`src/rtl/depuncturer_if.sv`:
```
// -----------------------------------------------------------------------------
// depuncturer_if
//
// Bundles the two AXI-Stream style channels around the depuncturer:
//   s_axis_* : serial received coded soft bits, one per beat, with rate code
//              on tuser and end-of-packet on tlast.
//   m_axis_* : restored rate-1/2 pairs {g1,g0}, per-element erase flags,
//              latched packet rate and end-of-packet marker.
//
// Modports:
//   slave  : the depuncturer's view (consumes s_axis_*, produces m_axis_*).
//   master : the surrounding environment's view (produces s_axis_*, consumes
//            m_axis_*).
// -----------------------------------------------------------------------------
interface depuncturer_if #(
  parameter int SOFT_W = 4
);
  logic [SOFT_W-1:0]   s_axis_tdata;
  logic [3:0]          s_axis_tuser;
  logic                s_axis_tvalid;
  logic                s_axis_tready;
  logic                s_axis_tlast;

  logic [2*SOFT_W-1:0] m_axis_tdata;
  logic [1:0]          m_axis_terase;
  logic [3:0]          m_axis_tuser;
  logic                m_axis_tvalid;
  logic                m_axis_tready;
  logic                m_axis_tlast;

  modport slave (
    input  s_axis_tdata,
    input  s_axis_tuser,
    input  s_axis_tvalid,
    output s_axis_tready,
    input  s_axis_tlast,
    output m_axis_tdata,
    output m_axis_terase,
    output m_axis_tuser,
    output m_axis_tvalid,
    input  m_axis_tready,
    output m_axis_tlast
  );

  modport master (
    output s_axis_tdata,
    output s_axis_tuser,
    output s_axis_tvalid,
    input  s_axis_tready,
    output s_axis_tlast,
    input  m_axis_tdata,
    input  m_axis_terase,
    input  m_axis_tuser,
    input  m_axis_tvalid,
    output m_axis_tready,
    input  m_axis_tlast
  );
endinterface

```
`src/rtl/depuncturer.sv`:
```
// -----------------------------------------------------------------------------
// depuncturer
//
// Receive-side inverse of the transmit puncturing stage. Takes one received
// coded soft bit per beat and rebuilds the rate-1/2 {g0,g1} pair stream for
// the Viterbi decoder, inserting ERASE_VAL at punctured positions and flagging
// every inserted element on m_axis_terase.
//
// Ports:
//   aclk          clock
//   aresetn       synchronous, active-low reset
//   dp_io         depuncturer_if.slave
//                   s_axis_tdata  [SOFT_W-1:0]   received soft bit
//                   s_axis_tuser  [3:0]          rate code (sampled on first beat)
//                   s_axis_tvalid/tready/tlast   input handshake, end of packet
//                   m_axis_tdata  [2*SOFT_W-1:0] {g1,g0}
//                   m_axis_terase [1:0]          bit0 = g0 inserted, bit1 = g1 inserted
//                   m_axis_tuser  [3:0]          latched packet rate
//                   m_axis_tvalid/tready/tlast   output handshake, last pair
//   rate_err      (only with DEPUNCTURER_RATE_CHECK_EN) sticky flag: a later
//                 beat of a packet carried a rate code different from the
//                 one latched on its first beat.
//
// Optional feature macro: DEPUNCTURER_RATE_CHECK_EN
// -----------------------------------------------------------------------------

// 802.11a SIGNAL-field RATE encodings; guarded so a shared definitions file
// compiled earlier takes precedence.
`ifndef RATE_6M
  `define RATE_6M  4'b1011
`endif
`ifndef RATE_9M
  `define RATE_9M  4'b1111
`endif
`ifndef RATE_12M
  `define RATE_12M 4'b1010
`endif
`ifndef RATE_18M
  `define RATE_18M 4'b1110
`endif
`ifndef RATE_24M
  `define RATE_24M 4'b1001
`endif
`ifndef RATE_36M
  `define RATE_36M 4'b1101
`endif
`ifndef RATE_48M
  `define RATE_48M 4'b1000
`endif
`ifndef RATE_54M
  `define RATE_54M 4'b1100
`endif

module depuncturer #(
  parameter int SOFT_W    = 4,
  parameter int ERASE_VAL = 0
) (
  input  logic         aclk,
  input  logic         aresetn,
  depuncturer_if.slave dp_io
`ifdef DEPUNCTURER_RATE_CHECK_EN
  ,
  output logic         rate_err
`endif
);

  localparam logic [SOFT_W-1:0] ERASE_METRIC = SOFT_W'(ERASE_VAL);

  typedef enum logic [1:0] {
    CLS_1_2,
    CLS_2_3,
    CLS_3_4
  } punct_cls_e;

  // What the accepted bit does to the pair under assembly.
  typedef enum logic [1:0] {
    ROLE_HOLD,     // g0 whose g1 is also received: park it in the hold register
    ROLE_G1,       // g1 that completes a pair with the held g0
    ROLE_G0_ONLY,  // g0 whose g1 was punctured: pair completes now
    ROLE_G1_ONLY   // g1 whose g0 was punctured: pair completes now
  } role_e;

  function automatic punct_cls_e rate_class(input logic [3:0] rate);
    punct_cls_e cls;
    unique case (rate)
      `RATE_9M, `RATE_18M, `RATE_36M, `RATE_54M: cls = CLS_3_4;
      `RATE_48M:                                  cls = CLS_2_3;
      default:                                    cls = CLS_1_2;
    endcase
    return cls;
  endfunction

  // ---------------------------------------------------------------------------
  // State
  // ---------------------------------------------------------------------------
  logic [1:0]          phase_q,     phase_d;
  logic                pkt_start_q, pkt_start_d;
  logic [3:0]          rate_q,      rate_d;
  logic [SOFT_W-1:0]   hold_q,      hold_d;

  logic [2*SOFT_W-1:0] m_data_q,    m_data_d;
  logic [1:0]          m_erase_q,   m_erase_d;
  logic [3:0]          m_user_q,    m_user_d;
  logic                m_last_q,    m_last_d;
  logic                m_valid_q,   m_valid_d;

  // ---------------------------------------------------------------------------
  // Beat classification
  // ---------------------------------------------------------------------------
  logic [3:0] cur_rate;
  punct_cls_e cls;
  role_e      role;
  logic [1:0] last_phase;
  logic       hold_only;
  logic       s_ready;
  logic       s_hs;
  logic       m_hs;

  // The first beat of a packet is classified with its own tuser, since the
  // latch only captures it on that same handshake.
  assign cur_rate = pkt_start_q ? dp_io.s_axis_tuser : rate_q;
  assign cls      = rate_class(cur_rate);

  always_comb begin
    // NOTE: defaults first, so every path assigns every output and no latch is inferred.
    role       = ROLE_HOLD;
    last_phase = 2'd1;
    unique case (cls)
      CLS_1_2: begin
        last_phase = 2'd1;
        role       = (phase_q == 2'd0) ? ROLE_HOLD : ROLE_G1;
      end
      CLS_2_3: begin
        last_phase = 2'd2;
        unique case (phase_q)
          2'd0:    role = ROLE_HOLD;
          2'd1:    role = ROLE_G1;
          default: role = ROLE_G0_ONLY;
        endcase
      end
      CLS_3_4: begin
        last_phase = 2'd3;
        unique case (phase_q)
          2'd0:    role = ROLE_HOLD;
          2'd1:    role = ROLE_G1;
          2'd2:    role = ROLE_G0_ONLY;
          default: role = ROLE_G1_ONLY;
        endcase
      end
      default: begin
        last_phase = 2'd1;
        role       = ROLE_HOLD;
      end
    endcase
  end

  // A g0 that ends the packet cannot wait for its partner, so it completes.
  assign hold_only = (role == ROLE_HOLD) && !dp_io.s_axis_tlast;

  // Filling the hold register never needs output space; completing does.
  assign s_ready = hold_only || !m_valid_q || dp_io.m_axis_tready;
  assign s_hs    = dp_io.s_axis_tvalid && s_ready;
  assign m_hs    = m_valid_q && dp_io.m_axis_tready;

  // ---------------------------------------------------------------------------
  // Next state
  // ---------------------------------------------------------------------------
  always_comb begin
    phase_d     = phase_q;
    pkt_start_d = pkt_start_q;
    rate_d      = rate_q;
    hold_d      = hold_q;
    m_data_d    = m_data_q;
    m_erase_d   = m_erase_q;
    m_user_d    = m_user_q;
    m_last_d    = m_last_q;
    m_valid_d   = m_valid_q;

    // A completion in the same cycle overrides this clear below.
    if (m_hs) begin
      m_valid_d = 1'b0;
    end

    if (s_hs) begin
      if (pkt_start_q) begin
        rate_d = dp_io.s_axis_tuser;
      end
      pkt_start_d = dp_io.s_axis_tlast;

      if (dp_io.s_axis_tlast || (phase_q == last_phase)) begin
        phase_d = 2'd0;
      end else begin
        phase_d = phase_q + 2'd1;
      end

      if (hold_only) begin
        hold_d = dp_io.s_axis_tdata;
      end else begin
        m_valid_d = 1'b1;
        m_user_d  = cur_rate;
        m_last_d  = dp_io.s_axis_tlast;
        unique case (role)
          ROLE_G1: begin
            m_data_d  = {dp_io.s_axis_tdata, hold_q};
            m_erase_d = 2'b00;
          end
          ROLE_G1_ONLY: begin
            m_data_d  = {dp_io.s_axis_tdata, ERASE_METRIC};
            m_erase_d = 2'b01;
          end
          // ROLE_HOLD reaches here only when tlast forces the pair out early.
          default: begin
            m_data_d  = {ERASE_METRIC, dp_io.s_axis_tdata};
            m_erase_d = 2'b10;
          end
        endcase
      end
    end
  end

  // ---------------------------------------------------------------------------
  // Registers
  // ---------------------------------------------------------------------------
  always_ff @(posedge aclk) begin
    if (!aresetn) begin
      // NOTE: sequential state uses non-blocking assignments only, so every
      // register samples the pre-edge values regardless of statement order.
      phase_q     <= 2'd0;
      pkt_start_q <= 1'b1;
      rate_q      <= 4'd0;
      // NOTE: the hold register is only read after a write, but it is still
      // cleared so a discarded partial pair leaves no trace after reset.
      hold_q      <= '0;
      m_data_q    <= '0;
      m_erase_q   <= 2'b00;
      m_user_q    <= 4'd0;
      m_last_q    <= 1'b0;
      m_valid_q   <= 1'b0;
    end else begin
      phase_q     <= phase_d;
      pkt_start_q <= pkt_start_d;
      rate_q      <= rate_d;
      hold_q      <= hold_d;
      m_data_q    <= m_data_d;
      m_erase_q   <= m_erase_d;
      m_user_q    <= m_user_d;
      m_last_q    <= m_last_d;
      m_valid_q   <= m_valid_d;
    end
  end

  assign dp_io.s_axis_tready = s_ready;
  assign dp_io.m_axis_tdata  = m_data_q;
  assign dp_io.m_axis_terase = m_erase_q;
  assign dp_io.m_axis_tuser  = m_user_q;
  assign dp_io.m_axis_tlast  = m_last_q;
  assign dp_io.m_axis_tvalid = m_valid_q;

`ifdef DEPUNCTURER_RATE_CHECK_EN
  // ---------------------------------------------------------------------------
  // Sticky mid-packet rate mismatch flag
  // ---------------------------------------------------------------------------
  logic rate_err_q, rate_err_d;

  always_comb begin
    rate_err_d = rate_err_q;
    if (s_hs && !pkt_start_q && (dp_io.s_axis_tuser != rate_q)) begin
      rate_err_d = 1'b1;
    end
  end

  always_ff @(posedge aclk) begin
    if (!aresetn) begin
      rate_err_q <= 1'b0;
    end else begin
      rate_err_q <= rate_err_d;
    end
  end

  assign rate_err = rate_err_q;
`endif

endmodule
```
`src/flat_wrapper.sv`:
```
// flat-port wrapper written by rule: the top's interface ports become plain ports
module depuncturer_flat 
#(
  parameter int SOFT_W    = 4,
  parameter int ERASE_VAL = 0
)
  (aclk, aresetn, dp_io_s_axis_tdata, dp_io_s_axis_tuser, dp_io_s_axis_tvalid, dp_io_s_axis_tready, dp_io_s_axis_tlast, dp_io_m_axis_tdata, dp_io_m_axis_terase, dp_io_m_axis_tuser, dp_io_m_axis_tvalid, dp_io_m_axis_tready, dp_io_m_axis_tlast);
  depuncturer_if #(.SOFT_W(SOFT_W)) dp_io_i ();
  input  logic aclk;
  input  logic aresetn;
  input wire logic [$bits(dp_io_i.s_axis_tdata)-1:0] dp_io_s_axis_tdata;
  input wire logic [$bits(dp_io_i.s_axis_tuser)-1:0] dp_io_s_axis_tuser;
  input wire logic [$bits(dp_io_i.s_axis_tvalid)-1:0] dp_io_s_axis_tvalid;
  output wire logic [$bits(dp_io_i.s_axis_tready)-1:0] dp_io_s_axis_tready;
  input wire logic [$bits(dp_io_i.s_axis_tlast)-1:0] dp_io_s_axis_tlast;
  output wire logic [$bits(dp_io_i.m_axis_tdata)-1:0] dp_io_m_axis_tdata;
  output wire logic [$bits(dp_io_i.m_axis_terase)-1:0] dp_io_m_axis_terase;
  output wire logic [$bits(dp_io_i.m_axis_tuser)-1:0] dp_io_m_axis_tuser;
  output wire logic [$bits(dp_io_i.m_axis_tvalid)-1:0] dp_io_m_axis_tvalid;
  input wire logic [$bits(dp_io_i.m_axis_tready)-1:0] dp_io_m_axis_tready;
  output wire logic [$bits(dp_io_i.m_axis_tlast)-1:0] dp_io_m_axis_tlast;
  assign dp_io_i.s_axis_tdata = dp_io_s_axis_tdata;
  assign dp_io_i.s_axis_tuser = dp_io_s_axis_tuser;
  assign dp_io_i.s_axis_tvalid = dp_io_s_axis_tvalid;
  assign dp_io_s_axis_tready = dp_io_i.s_axis_tready;
  assign dp_io_i.s_axis_tlast = dp_io_s_axis_tlast;
  assign dp_io_m_axis_tdata = dp_io_i.m_axis_tdata;
  assign dp_io_m_axis_terase = dp_io_i.m_axis_terase;
  assign dp_io_m_axis_tuser = dp_io_i.m_axis_tuser;
  assign dp_io_m_axis_tvalid = dp_io_i.m_axis_tvalid;
  assign dp_io_i.m_axis_tready = dp_io_m_axis_tready;
  assign dp_io_m_axis_tlast = dp_io_i.m_axis_tlast;
  depuncturer #(.SOFT_W(SOFT_W), .ERASE_VAL(ERASE_VAL)) u_core (.aclk(aclk), .aresetn(aresetn), .dp_io(dp_io_i));
endmodule
```
`config.mk`:
```
export PLATFORM = sky130hd
export DESIGN_NAME = depuncturer_flat
export DESIGN_NICKNAME = d
export VERILOG_FILES = /design/src/rtl/depuncturer_if.sv /design/src/rtl/depuncturer.sv /design/src/flat_wrapper.sv
export SDC_FILE = /design/constraint.sdc
export NUM_CORES = 1
export LEC_CHECK = 0
export CORE_UTILIZATION = 56
export CTS_BUF_LIST = sky130_fd_sc_hd__clkbuf_2
export DETAILED_ROUTE_END_ITERATION = 8
export HOLD_SLACK_MARGIN = 0.02
export PLACE_DENSITY = 0.87
export SLEW_MARGIN = 20
export SYNTH_ARGS = -nofsm -noshare
export SYNTH_HDL_FRONTEND = slang
export SYNTH_SLANG_ARGS = --single-unit
```
`constraint.sdc`:
```
create_clock -name aclk -period 5.69 [get_ports aclk]
set_input_delay 1.707 -clock aclk [delete_from_list [all_inputs] [get_ports aclk]]
set_output_delay 1.707 -clock aclk [all_outputs]
set_load 0.05 [all_outputs]
```
Word-level counts from Yosys, hierarchy flattened
Cells that the tools add are included.

Word-level logic and storage cells: 50. Output and inout port bits: 17. Bits in registers: 27. Bits of input ports: 13.

Reduce and logical (&&, ||, !) cells: 14. Add/sub/neg operators: 1. Bitwise gates (word level): 1. Equal/unequal tests: 12. Muxes and demuxes: 13.

Operators with widths (number): 4-bit equality test (second input constant) (5); 2-bit case mux with 2 select lines (4); 8-bit case mux with 2 select lines (1); 2-bit case mux with 3 select lines (2); 2-bit by 1-bit equality test with 1-bit output (second input constant) (3); 2-bit equality test (second input constant) (3); 2-bit logical NOT (3); 1-bit two-way mux (4); 4-bit two-way mux (1); 2-bit AND reduction (2); 4-bit OR reduction (1); 1-bit logical AND (3); 1-bit logical OR (3); 2-bit by 1-bit adder with 2-bit output (second input constant) (1); 2-bit equality test (1); 1-bit logical NOT (2); 2-bit two-way mux (1); 1-bit NOT (1).

Depth between registers and ports, before layout
Word-level depth: 12. Gate-level depth with buffers: 12. Gate-level depth less buffers: 9.

Worst setup path after synthesis
OpenSTA, ideal clock, no wires.

Kind: input to output. From: input dp_io_s_axis_tuser[0]. To: output dp_io_s_axis_tready. Setup slack: -0.051 ns. Arrival time: 4.034 ns. Cell stages on the path: 6. Path buffers: 0. Required time: 3.983 ns. Cell sequence: o41a_1 ha_1 o21a_1 a221oi_4 a21oi_1 o21ai_0.

Cells in the longest elaborated chain, start to end: 10. Elaborated cells on any way between the ends: 16. Those cells by class: eq/ne: 7; mux: 3; reduce/logical: 6.

Ends and longest elaborated chain: from (decl) (line flat_wrapper.sv:12) `input wire logic [$bits(dp_io_i.s_axis_tuser)-1:0] dp_io_s_axis_tuser;`; 4-bit two-way mux (*); 4-bit equality test (line depuncturer.sv:85) `unique case (rate)`; 4-bit OR reduction (line depuncturer.sv:85); 2-bit case mux with 2 select lines (*) (line depuncturer.sv:85); 2-bit equality test (tied with other cells) (line depuncturer.sv:128) `unique case (cls)`; 2-bit case mux with 3 select lines (*) (line depuncturer.sv:128); 2-bit logical NOT (*) (line depuncturer.sv:158) `assign hold_only = (role == ROLE_HOLD) && !dp_io.s_axis_tlast;`; 1-bit logical AND (*) (line depuncturer.sv:158); 1-bit logical OR (*) (2 in a row) (line depuncturer.sv:161) `assign s_ready = hold_only || !m_valid_q || dp_io.m_axis_tready;`; to (decl) (line flat_wrapper.sv:14) `output wire logic [$bits(dp_io_i.s_axis_tready)-1:0] dp_io_s_axis_tready;`.

Every way passes the cells marked *; elsewhere a longest branch is shown, timed or not.

Worst setup path after layout
From: input dp_io_s_axis_tuser[3]. To: output dp_io_s_axis_tready.

Same word-level chain as after synthesis.

==> flow_summary_export.csv <==
group,metric,value,unit
cts,clockBufferDepth,2,
timing,skew,0.008299,ns
placed_design,portBuffers,29,
min_path,hold_path.class,"reg2reg",
cts,htree_levels,1,
drt,dr.pass1.iters,4,
cts,clk_latency,0.34,ns
drt,drt_iter0_drc,49,
timing,hold_violations,0,
drt,drtAntennaViolNets,0,
timing,fmax,182.1,MHz
logic_synthesis,synth_area_leader_cell,"dfxtp_1",
floorplanning,row_count,17,
logic_synthesis,synth_cells,158,
timing,fin_hold_ws,0.4843,ns
pwr,power,0.0004093,W
drt,wire_per_inst,15.57,microns
floorplanning,ios,30,
layout,layout.nets,210,
pwr,power.leakage,0.7185,nW
status,outcome,"finished clean",
logic_synthesis,synth_area_leaders,"dfxtp_1 38%, ha_1 8.8%, mux2i_1 8.4%",
cts,cts_resized,0,
critical_path,cp.depth,9,
cts,cts_buffers,3,
layout,fill_cells,162,
layout,antenna_cells,0,
timing,fin_crit_sh,0.9652,
timing,tns,0,ns
floorplanning,die_h,52.49,microns
global_routing,antenna_found_initial,0,
logic_synthesis,synth_top_area_frac,0.3786,
drt,drt-total-wl,3.332,mm
drt,vias,1302,
global_routing,overflow,0,
cts,cts_tree,"yes",
critical_path,cp.required,3.98,ns
critical_path,critPathMaxFanout,3,
global_routing,grtUsageTotal,0.2732,
drt,viasPerCell,6.084,
timing,rsz0062_at_grt,"no",
cts,postCtsSetupBuffers,0,
cts,cts-hold-fix-buffers,0,
critical_path,critical_path.top_delay_family,"compound AO/OA/AOI/OAI gates",
timing,maxSlewViolCount,0,
global_routing,grt_pass1_wl,5.492,mm
placed_design,routabilityCongestion,0.7904,
logic_synthesis,ys_types,35,
timing,setup_violations,0,
layout,postLayoutCoreUtil,0.7680,
logic_synthesis,ys_seq_area_frac,0.3786,
placed_design,dp_hpwl,2.590,mm
logic_synthesis,netlist_area,0.001428,sq mm
critical_path,worstPathArrival,3.78,ns
global_routing,grt_max_degree,34,
pwr,max-vdd-ir-drop,0.2205,mV
critical_path,crit_slowest_cell,"clkdlybuf4s50_1",
cts,cts.clk_slew.worst_paths,0.23,ns
cts,cts_root_buffer,"clkbuf_2",
critical_path,cpPeakStageDelay,0.52,ns
floorplanning,coreArea,0.002297,sq mm
critical_path,worstPathCellList,"clkdlybuf4s50_1 -> nand2_1 -> o41a_1 -> ha_1 -> o21a_1 -> a221oi_4 -> a21oi_1 -> o21ai_1 -> buf_12",
placed_design,dp_slack,0.2055,ns
global_routing,grt_pass1_vias,1229,
critical_path,worst-path-buf-inv,2,
logic_synthesis,synth_warnings,0,
pwr,powerDensity,232.0,mW/mm^2
layout,layout-drive-gt1-share,0.08065,
logic_synthesis,synth_nets,181,
run,max_cap_violations,0,
floorplanning,die_area,0.002755,sq mm
min_path,min_path_cells,2,
timing,fin_crit,5.492,ns
critical_path,rr_worst_depth,10,
logic_synthesis,syn_avg_cell_area,9.036,sq um
timing,max_slew_margin,0.6306,
cts,numClockSinks,27,
timing,timing.final.ws_setup,0.1983,ns
drt,remaining_drc_errors,0,
floorplanning,start_util,0.6215,
logic_synthesis,ys_ff_latch,27,
timing,worstMarginPinSlew,0.5542,ns
critical_path,cp-start-kind,"input pin",
critical_path,end_kind,"primary output",
critical_path,critPathKind,"in2out",
layout,synthToLayoutAreaGrowth,23.58,%
floorplanning,die_width,52.49,microns
-- cells by family after synthesis --
| group | share of synthesized area |
|---|---|
| and+or+nand+nor | 0.1753 |
| xor gates and xnor gates | 0.01227 |
| DFF | 0.3786 |
| AOI/OAI and AO/OA | 0.2121 |
| muxes | 0.08414 |
| buffers and inverters | 0.04996 |
| adders and majority gates | 0.08764 |
-- worst min-delay path, cell delays in order, from the launching register on --
cell and delay, ns:
dfxtp_1 0.37, nand2_1 0.05, o21ai_0 0.06
-- where the power goes --
group / switching (W) / internal [W]
combinational: 0.0000768 / 0.0000481
sequential: 0.00000986 / 0.000203
clock: 0.0000526 / 0.0000186
total: 0.000139 / 0.000270
-- per-layer routing --
layer  wire (microns)  up-vias  track usage
met5                0        -            0
met4               31        0      0.07018
met3              197        4      0.06667
met2             1739       49       0.4916
met1             1363      632       0.3185
li1                 -      617            -
-- state kept, by name, summed over array words and instances, names as in the netlist --
| signal | flops |
|---|---|
| u_core.dp_io.m_axis_terase | 2 |
| u_core.dp_io.m_axis_tuser | 4 |
| u_core.hold_q | 4 |
| u_core.dp_io.m_axis_tvalid | 1 |
| u_core.dp_io.m_axis_tdata | 8 |
| u_core.rate_q | 4 |
| u_core.pkt_start_q | 1 |
| u_core.phase_q | 2 |
| u_core.dp_io.m_axis_tlast | 1 |
-- cell type report --
type / instances / area [sq um] / area share
sequential: 27 / 540.5 / 0.3064
inverter: 6 / 22.52 / 0.01277
tap: 28 / 35.03 / 0.01986
timing repair buffer: 33 / 330.3 / 0.1872
clock buffer: 4 / 20.02 / 0.01135
multi-input combinational: 116 / 815.8 / 0.4624
-- Yosys cell counts --
library cell	number
nand2_1	32
dfxtp_1	27
mux2i_1	12
ha_1	10
inv_1	6
o21ai_0	6
a211oi_1	5
clkbuf_1	5
nand3_1	5
o22ai_1	5
nor2_1	4
nor3_1	4
o31ai_1	4
a31oi_1	3
nand2b_1	3
o21a_1	3
a21oi_1	2
buf_1	2
buf_6	2
nor2b_1	2
xor2_1	2
a211oi_4	1
a21oi_2	1
a221oi_4	1
a311oi_2	1
a31oi_2	1
a32o_1	1
and2_1	1
and3_1	1
nor3b_2	1
o211a_1	1
o32ai_1	1
o41a_1	1
or2_1	1
or4_1	1
-- layout by cell type (no fill, tap or decap), drive strengths merged, types with 3 or more instances in the layout --
| master | synthesis | layout |
|---|---|---|
| buf | 4 | 5 |
| o21ai | 6 | 6 |
| o21a | 3 | 3 |
| dfxtp | 27 | 27 |
| a21oi | 3 | 3 |
| o31ai | 4 | 4 |
| nor3 | 4 | 4 |
| a31oi | 4 | 4 |
| a211oi | 6 | 6 |
| clkbuf | 5 | 4 |
| ha | 10 | 10 |
| nand2b | 3 | 3 |
| inv | 6 | 6 |
| nand3 | 5 | 5 |
| mux2i | 12 | 12 |
| nor2 | 4 | 4 |
| clkdlybuf4s50 | 0 | 28 |
| nand2 | 32 | 32 |
| o22ai | 5 | 5 |
-- final timing paths --
kind	startpoint	to	slack, ns
worst min-delay path	u_core.dp_io.m_axis_tlast	u_core.dp_io.m_axis_tlast	0.48
worst max-delay path	dp_io_s_axis_tuser[3]	dp_io_s_axis_tready	0.20
worst max register to register	u_core.pkt_start_q	u_core.dp_io.m_axis_tdata[0]	2.57
worst min register to register	u_core.dp_io.m_axis_tlast	u_core.dp_io.m_axis_tlast	0.48
-- through the flow --
step / cell area (sq um) / cells
finish: 1764 / 214
detailed placement: 1744 / 210
global route: 1764 / 214
global placement: 1744 / 210
CTS: 1764 / 214
floorplan: 1428 / 158
Note: power is estimated with default switching activity, not from simulation.
